==> src/rtl/rr_arbiter_4ch_pkg.sv <==
// ---------------------------------------------------------------------------
// rr_arbiter_4ch_pkg
//   Shared constants for the four-channel round-robin arbiter:
//   channel count, channel index width, FSM state encodings and a small
//   helper that advances the round-robin pointer.
// ---------------------------------------------------------------------------
package rr_arbiter_4ch_pkg;

  // Number of requesting channels and the width of a channel index.
  localparam int NUM_CH = 4;
  localparam int IDX_W  = 2;

  // FSM state encodings. These are plain constants rather than an enum so
  // the values stay fixed for any tool or legacy code that decodes them.
  localparam logic [1:0] ST_IDLE  = 2'd0;
  localparam logic [1:0] ST_GRANT = 2'd1;
  localparam logic [1:0] ST_GAP   = 2'd2;

  // Channel after idx, wrapping 3 -> 0. The 2-bit result wraps for free.
  function automatic logic [IDX_W-1:0] next_ch(input logic [IDX_W-1:0] idx);
    return idx + IDX_W'(1);
  endfunction

endpackage : rr_arbiter_4ch_pkg

==> src/rtl/rr_pick4.sv <==
// ---------------------------------------------------------------------------
// rr_pick4
//   Purely combinational round-robin picker. It returns the first requesting
//   channel found when searching ptr, ptr+1, ptr+2, ptr+3 (all mod 4).
//
// Ports
//   req_i   [3:0]  request vector, bit i = channel i requests
//   ptr_i   [1:0]  channel with the highest priority for this pick
//   found_o        at least one request is set
//   idx_o   [1:0]  picked channel (0 when found_o is low)
// ---------------------------------------------------------------------------
module rr_pick4
  import rr_arbiter_4ch_pkg::*;
(
  input  logic [NUM_CH-1:0] req_i,
  input  logic [IDX_W-1:0]  ptr_i,
  output logic              found_o,
  output logic [IDX_W-1:0]  idx_o
);

  // Rotate the request vector so that bit 0 is the pointer's channel; the
  // search then becomes a plain lowest-set-bit priority encode.
  logic [NUM_CH-1:0] rot;

  for (genvar gi = 0; gi < NUM_CH; gi++) begin : g_rot
    assign rot[gi] = req_i[ptr_i + IDX_W'(gi)];
  end

  logic [IDX_W-1:0] offset;

  always_comb begin
    offset = '0;
    // Walk downwards so the lowest set bit is the last one written.
    for (int k = NUM_CH - 1; k >= 0; k--) begin
      if (rot[k]) begin
        offset = IDX_W'(k);
      end
    end
  end

  assign found_o = |rot;
  // Undo the rotation; 2-bit addition wraps back into channel space.
  assign idx_o   = found_o ? (ptr_i + offset) : '0;

endmodule : rr_pick4

==> src/rtl/rr_arbiter_4ch.sv <==
// ---------------------------------------------------------------------------
// rr_arbiter_4ch
//   Four-channel round-robin arbiter feeding a 2-to-4 decoder (En / W).
//   A grant is held until the owner asserts done, drops its request, or the
//   grant has lasted HOLD_MAX cycles. Every grant is followed by exactly one
//   idle (GAP) cycle so the decoder never switches lines back-to-back.
//
// Parameters
//   HOLD_MAX  maximum grant length in cycles (1..15)
//   CNT_W     hold counter width, 2**CNT_W must exceed HOLD_MAX
//
// Ports
//   clk       clock, rising edge
//   rst       synchronous active-high reset
//   req [3:0] request vector
//   done      granted channel releases its grant this cycle
//   En        grant valid (decoder enable)
//   W   [1:0] granted channel index (decoder select)
//   busy      arbiter is in GRANT or GAP
//   timeout   one-cycle pulse when a grant is revoked by the hold limit
// ---------------------------------------------------------------------------
module rr_arbiter_4ch
  import rr_arbiter_4ch_pkg::*;
#(
  parameter int HOLD_MAX = 8,
  parameter int CNT_W    = 4
) (
  input  logic              clk,
  input  logic              rst,
  input  logic [NUM_CH-1:0] req,
  input  logic              done,
  output logic              En,
  output logic [IDX_W-1:0]  W,
  output logic              busy,
  output logic              timeout
);

  // ------------------------------------------------------------------
  // State and output registers
  // ------------------------------------------------------------------
  logic [1:0]       state_q,   state_d;
  logic [IDX_W-1:0] ptr_q,     ptr_d;
  logic [CNT_W-1:0] cnt_q,     cnt_d;
  logic             en_q,      en_d;
  logic [IDX_W-1:0] w_q,       w_d;
  logic             busy_q,    busy_d;
  logic             timeout_q, timeout_d;

  // ------------------------------------------------------------------
  // Shared picker: used both from IDLE and from GAP. In GAP the pointer
  // has already been advanced past the channel that just released.
  // ------------------------------------------------------------------
  logic             pick_found;
  logic [IDX_W-1:0] pick_idx;

  rr_pick4 u_pick (
    .req_i   (req),
    .ptr_i   (ptr_q),
    .found_o (pick_found),
    .idx_o   (pick_idx)
  );

  // ------------------------------------------------------------------
  // Grant exit conditions, evaluated against the current owner w_q.
  // cnt_q counts grant cycles from 0, so reaching HOLD_MAX-1 means this
  // is the HOLD_MAX-th cycle with En high.
  // ------------------------------------------------------------------
  logic owner_req;
  logic at_limit;
  logic grant_exit;

  assign owner_req  = req[w_q];
  assign at_limit   = (cnt_q == CNT_W'(HOLD_MAX - 1));
  assign grant_exit = done | ~owner_req | at_limit;

  // ------------------------------------------------------------------
  // Next-state logic
  // ------------------------------------------------------------------
  always_comb begin
    state_d   = state_q;
    ptr_d     = ptr_q;
    cnt_d     = cnt_q;
    en_d      = en_q;
    w_d       = w_q;
    timeout_d = 1'b0;

    case (state_q)
      ST_IDLE: begin
        en_d = 1'b0;
        if (pick_found) begin
          w_d     = pick_idx;
          en_d    = 1'b1;
          cnt_d   = '0;
          state_d = ST_GRANT;
        end
      end

      ST_GRANT: begin
        en_d  = 1'b1;
        cnt_d = cnt_q + CNT_W'(1);
        if (grant_exit) begin
          en_d    = 1'b0;
          ptr_d   = next_ch(w_q);
          state_d = ST_GAP;
          // Only a pure hold-limit release is a timeout; an explicit or
          // silent release in the same cycle takes precedence.
          timeout_d = at_limit & ~done & owner_req;
        end
      end

      ST_GAP: begin
        // W keeps its last value through the gap cycle.
        en_d = 1'b0;
        if (pick_found) begin
          w_d     = pick_idx;
          en_d    = 1'b1;
          cnt_d   = '0;
          state_d = ST_GRANT;
        end else begin
          state_d = ST_IDLE;
        end
      end

      default: begin
        en_d    = 1'b0;
        state_d = ST_IDLE;
      end
    endcase
  end

  // busy is registered alongside the state so it mirrors the state register.
  assign busy_d = (state_d != ST_IDLE);

  // ------------------------------------------------------------------
  // Registers
  // ------------------------------------------------------------------
  always_ff @(posedge clk) begin
    if (rst) begin
      state_q   <= ST_IDLE;
      ptr_q     <= '0;
      cnt_q     <= '0;
      en_q      <= 1'b0;
      w_q       <= '0;
      busy_q    <= 1'b0;
      timeout_q <= 1'b0;
    end else begin
      state_q   <= state_d;
      ptr_q     <= ptr_d;
      cnt_q     <= cnt_d;
      en_q      <= en_d;
      w_q       <= w_d;
      busy_q    <= busy_d;
      timeout_q <= timeout_d;
    end
  end

  assign En      = en_q;
  assign W       = w_q;
  assign busy    = busy_q;
  assign timeout = timeout_q;

endmodule : rr_arbiter_4ch

==> config.mk <==
export PLATFORM = sky130hd
export DESIGN_NAME = rr_arbiter_4ch
export DESIGN_NICKNAME = d
export VERILOG_FILES = /design/src/rtl/rr_arbiter_4ch_pkg.sv /design/src/rtl/rr_pick4.sv /design/src/rtl/rr_arbiter_4ch.sv
export SDC_FILE = /design/constraint.sdc
export NUM_CORES = 1
export LEC_CHECK = 0
export BUFFER_PORTS_ARGS = -buffer_cell sky130_fd_sc_hd__buf_2
export CAP_MARGIN = 5
export CORE_AREA = 2 2 39 41
export CTS_CLUSTER_DIAMETER = 40
export DETAILED_ROUTE_END_ITERATION = 8
export DIE_AREA = 0 0 41 43
export PLACE_DENSITY = 0.8
export SETUP_SLACK_MARGIN = 0.5
export SLEW_MARGIN = 20
export SYNTH_ARGS = -nofsm -noshare
export SYNTH_HDL_FRONTEND = slang
export SYNTH_HIERARCHICAL = 1
export SYNTH_SLANG_ARGS = --single-unit
==> constraint.sdc <==
create_clock -name clk -period 5.06 [get_ports clk]
set_clock_uncertainty 0.1 [all_clocks]
set_input_delay 1.012 -clock clk [delete_from_list [all_inputs] [get_ports clk]]
set_output_delay 1.012 -clock clk [all_outputs]
set_load 0.02 [all_outputs]
After elaboration in Yosys (flattened, before gate mapping)
Cells that the tools add are included.
{"block": "totals", "reg_bits": 13, "inputBits": 7, "wordCells": 62}
{"block": "op_classes", "add_sub_neg": 6, "magnitude_cmp": 5, "n_eq_ne": 4, "muxes": 23, "n_bitwise": 8, "reduce_logical": 9}
{"operator": "$lt A2 B3 Y1 const B", "n": 5}
{"operator": "$mux W2", "n": 6}
{"operator": "$bmux W1 S2", "n": 5}
{"operator": "$mux W1", "n": 8}
{"operator": "$pmux W4 S2", "n": 1}
{"operator": "$pmux W2 S3", "n": 1}
{"operator": "$reduce_and A2 Y1", "n": 3}
{"operator": "$add A2 B1 Y2 const B", "n": 2}
{"operator": "$add A2 B2 Y2 const B", "n": 2}
{"operator": "$add A4 B1 Y4 const B", "n": 1}
{"operator": "$eq A4 B3 Y1 const B", "n": 1}
{"operator": "$mux W4", "n": 1}
{"operator": "$not A1 Y1", "n": 4}
{"operator": "$reduce_bool A2 Y1", "n": 2}
{"operator": "$reduce_or A4 Y1", "n": 1}
{"operator": "$reduce_or A3 Y1", "n": 1}
{"operator": "$add A2 B2 Y2", "n": 1}
{"operator": "$and A1 B1 Y1", "n": 2}
{"operator": "$eq A2 B1 Y1 const B", "n": 1}
{"operator": "$eq A2 B2 Y1 const B", "n": 1}
{"operator": "$logic_not A2 Y1", "n": 1}
{"operator": "$ne A2 B1 Y1 const B", "n": 1}
{"operator": "$or A1 B1 Y1", "n": 2}
{"operator": "$pmux W1 S2", "n": 1}
{"operator": "$reduce_or A2 Y1", "n": 1}

Longest topological paths before layout
{"block": "depth", "depth_word": 8, "mapped_depth": 10, "depth_no_buf": 9}

Modules after synthesis
Netlist, hierarchy kept.
{"module": "rr_arbiter_4ch", "instances": 1, "cells_per_inst": 60, "area_each_um2": 571.8}
{"module": "rr_pick4", "instances": 1, "cells_per_inst": 24, "area_each_um2": 166.4}

Least setup slack after synthesis
OpenSTA, ideal clock, no wires.
{"block": "synth_path", "path_type": "input-to-reg", "from": "input req[2]", "to": "register w_q[0] (netlist: W[0])", "setup_time_ps": 127, "arrival_time_ps": 2102, "t_required_ps": 4833, "slack_ps": 2731, "cell_stages": 6, "n_path_buf": 0, "path_cell_list": "or4_1 nand4_1 ha_1 and2_1 mux2i_1 nor2_1"}
{"block": "synth_via", "elab_chain_cells": 7, "word_cells_on_any_way": 15, "classes_between": "add/sub (1); mux (12); reduce/logical (2)"}
{"item": "from (decl)", "line": "rr_arbiter_4ch.sv:30", "source": "input logic [NUM_CH-1:0] req,"}
{"item": "$bmux W1 S2", "line": "rr_pick4.sv:26", "source": "assign rot[gi] = req_i[ptr_i + IDX_W'(gi)];"}
{"item": "$mux W1 (implied by the code)", "line": "rr_pick4.sv:26"}
{"item": "$mux W2 (3 in a row)", "line": "rr_pick4.sv:35", "source": "if (rot[k]) begin"}
{"item": "$mux W2 *", "line": "rr_pick4.sv:35"}
{"item": "$add A2 B2 Y2 *", "line": "rr_pick4.sv:43", "source": "assign idx_o = found_o ? (ptr_i + offset) : '0;"}
{"item": "via pick_idx[0]", "line": "rr_arbiter_4ch.sv:54", "source": "logic [IDX_W-1:0] pick_idx;"}
{"item": "to (signal assigned)", "line": "rr_arbiter_4ch.sv:151", "source": "w_q <= w_d;"}
{"item": "to (decl)", "line": "rr_arbiter_4ch.sv:45", "source": "logic [IDX_W-1:0] w_q, w_d;"}
The timed path passes the listed nets; every way through them passes the cells marked *. The select of a mux whose other input is x is not followed.
A chain may end at the register's enable or synchronous reset.

Worst setup path after layout
{"block": "layout_path", "from": "input req[2]", "to": "register w_q[1] (netlist: W[1])"}
The elaborated chain is that of the path after synthesis.

==> flow_metrics.env <==
export IMPL_drc=0
export IMPL_post_route_min_period_ns=2.32
export IMPL_cts_hold_buf=0
export IMPL_diodes=0
export IMPL_clk_pin_slew_ns=0.07
export IMPL_cts_buffer_depth=2
export IMPL_antenna_found_initial=0
export IMPL_num_nets_final=105
export IMPL_ys_top_cells_by_count="dfxtp_1 (13), a21oi_1 (7), nor2_1 (6)"
export IMPL_cts_tree="done"
export IMPL_status="complete, no violations"
export IMPL_slew_violations=0
export IMPL_synth_area_top_cells="dfxtp_1 (35%), a21oi_1 (4.7%), mux2i_1 (4.1%), ha_1 (3.4%), mux4_2 (3.1%)"
export IMPL_synth_ff_type="dfxtp_1"
export IMPL_grt_usage=0.191
export IMPL_cts_repair_resize_count=0
export IMPL_power_frac_seq=0.473
export IMPL_grt_pass1_wl_um=2210
export IMPL_ys_seq_elements=13
export IMPL_start_util=0.533
export IMPL_post_cts_buffers=0
export IMPL_yosysSeqAreaShare=0.353
export IMPL_cpLargestDelayFamily="simple AND/OR/NAND/NOR gates"
export IMPL_io_pins=12
export IMPL_multi_input_area_um2=437
export IMPL_worst_setup_path_start_kind="input pin"
export IMPL_clkLatencyLatePin_ns=0.27
export IMPL_clock_fmax_mhz=430
export IMPL_cpPeakStageDelay_ns=0.55
export IMPL_cp_num_buf_inv=2
export IMPL_pwr_share_clk=0.229
export IMPL_portBuffers=11
export IMPL_cp_max_fo=7
export IMPL_synthMostInstantiatedCell="dfxtp_1"
export IMPL_avgSynthCellArea_um2=8.79
export IMPL_critPathSlowestCell="or4_1"
export IMPL_dieArea_um2=1760
export IMPL_p_sw_frac=0.334
export IMPL_synthCells=84
export IMPL_p_int_uw=184
export IMPL_cap_violations=0
export IMPL_final_seq_area_um2=260
export IMPL_die_y_um=43
export IMPL_end_kind="register"
export IMPL_synthesis_area_um2=738
export IMPL_gp_congestion=0.693
export IMPL_worstSetupPathType="input pin to register"
export IMPL_tns_ns=0
export IMPL_hold_viol_final=0
export IMPL_p_leak_uw=0.000337
export IMPL_core_area_um2=1380
export IMPL_hp_class="register to register"
export IMPL_synth_top_cell_by_area="dfxtp_1"
export IMPL_design_area_um2=817
export IMPL_vias=636
export IMPL_power_switching_uw=92.6
export IMPL_crit_chain="buf_2 -> or4_1 -> nand4_1 -> ha_1 -> inv_1 -> a21oi_1 -> o2bb2ai_1 -> mux2i_1 -> nor2_1"
export IMPL_overflow=0
export IMPL_dr_first_iter_drc_count=17
export IMPL_worst_slew_margin_rel=0.740
export IMPL_wl_per_cell_um=12.3
export IMPL_grt_pass1_vias=507
export IMPL_cts_buffers=3
export IMPL_ir_worst_vdd_mv=0.160
export IMPL_die_w_um=41
export IMPL_worst_slew_pin_slew_ns=0.389
export IMPL_synth_distinct_cells=37
export IMPL_rsz0062_at_grt="false"
export IMPL_grt_max_degree=13
export IMPL_synth_edf_count=0
export IMPL_critPathRequiredTime_ns=5.17
export IMPL_clkSinkCount=13
export IMPL_setup_viol=0
export IMPL_synth_top_cell_area_share=0.353
export IMPL_fillCellCount=121
export IMPL_viasPerCell=5.73
export IMPL_synthArstFlopShare=0
export IMPL_cts_root_buffer="clkbuf_4"
export IMPL_firstDrtPassIters=4
export IMPL_dpl_cell_area_um2=791
export IMPL_syn_to_final_growth_pct=10.7
export IMPL_syn_nets=93
export IMPL_totalWireLength_um=1370
export IMPL_p_per_area_nw_per_um2=339
export IMPL_pwr_share_comb=0.298
export IMPL_yosysWarnings=6
export IMPL_row_count=14
export IMPL_dp_hpwl_um=986
export IMPL_drive_gt1_frac=0.211
export IMPL_drtAntennaViolNets=0
export IMPL_htree_levels=1
export IMPL_arrival_ns=2.44
export IMPL_fin_crit_sh=0.459
-- metal layers --
metal | track usage | vias to the layer above | share of wire
met5 | 0 | - | 0
met4 | 0.0800 | 0 | 0.010
met3 | 0.0785 | 2 | 0.057
met2 | 0.275 | 18 | 0.48
met1 | 0.245 | 286 | 0.46
li1 | - | 330 | -
-- area by class of cell --
type | instances | share of cell area
Multi-Input combinational cell | 62 | 0.534
Clock buffer | 4 | 0.0322
Timing Repair Buffer | 11 | 0.0674
Tap cell | 16 | 0.0245
Sequential cell | 13 | 0.319
Inverter | 5 | 0.0230
-- cell usage in the layout, fill, tap and decap left out, types with 2 or more instances in the layout --
cell type  Yosys  routed
clkbuf_4       0       3
or3_1          2       2
a21boi_0       2       2
dfxtp_1       13      13
nand3_1        3       3
nand3b_1       3       3
nand2_1        4       4
buf_2          0      11
ha_1           2       2
o21ai_0        3       3
a21oi_1        7       7
inv_1          5       5
nand2b_1       3       3
nor3b_1        2       2
a211oi_1       2       2
nor2_1         6       6
mux2i_1        3       3
-- path summary, 6_finish.rpt --
check	slack, ns	startpoint	cells past startpoint	end
max	2.74	req[2]	9	W[1]
max reg2reg	3.17	ptr_q[0]	9	W[1]
min reg2reg	0.39	cnt_q[3]	2	cnt_q[3]
min	0.39	cnt_q[3]	2	cnt_q[3]
-- per-stage QoR --
stage / setup slack [ns] / total power (uW) / hold WS [ns] / std cells / utilization
finish: 2.74 / 277 / 0.386 / 111 / 0.590
floorplan: 2.73 / 199 / 0.349 / 84 / -
detailed placement: 2.47 / 216 / 0.373 / 107 / 0.571
global route: 2.61 / 299 / 0.427 / 111 / 0.590
global placement: 2.55 / 213 / 0.367 / 107 / 0.571
CTS: 2.74 / 281 / 0.386 / 111 / 0.590
-- registers in the layout, indices dropped and copies added, names as in the netlist --
| signal | count |
|---|---|
| En | 1 |
| cnt_q | 4 |
| W | 2 |
| state_q | 2 |
| ptr_q | 2 |
| timeout | 1 |
| busy | 1 |
-- power groups by stage --
stage | clock [uW] | sequential [uW] | combinational, uW
after floorplan | 0 | 135 | 64.0
after global placement | 0 | 132 | 80.9
after detailed placement | 0 | 133 | 82.5
after CTS | 66.7 | 131 | 83.2
after global routing | 72.2 | 134 | 93.0
final | 63.3 | 131 | 82.5
-- worst min-delay path, delay by kind of cell (launching register included) --
kind,cells,cell delay [ns]
flops,1,0.32
compound gates,2,0.13
-- cells by family (layout without fill, tap and decap cells) --
group           count (synthesis)  count (layout)  synth area share
simple gates                   33              33             0.273
compound gates                 21              21             0.186
flops                          13              13             0.353
buf+inv                         9              20            0.0559
mux                             5               5            0.0864
fa+ha+maj                       2               2            0.0339
xor+xnor                        1               1            0.0119
No activity file was read; power rests on OpenSTA's default activity.
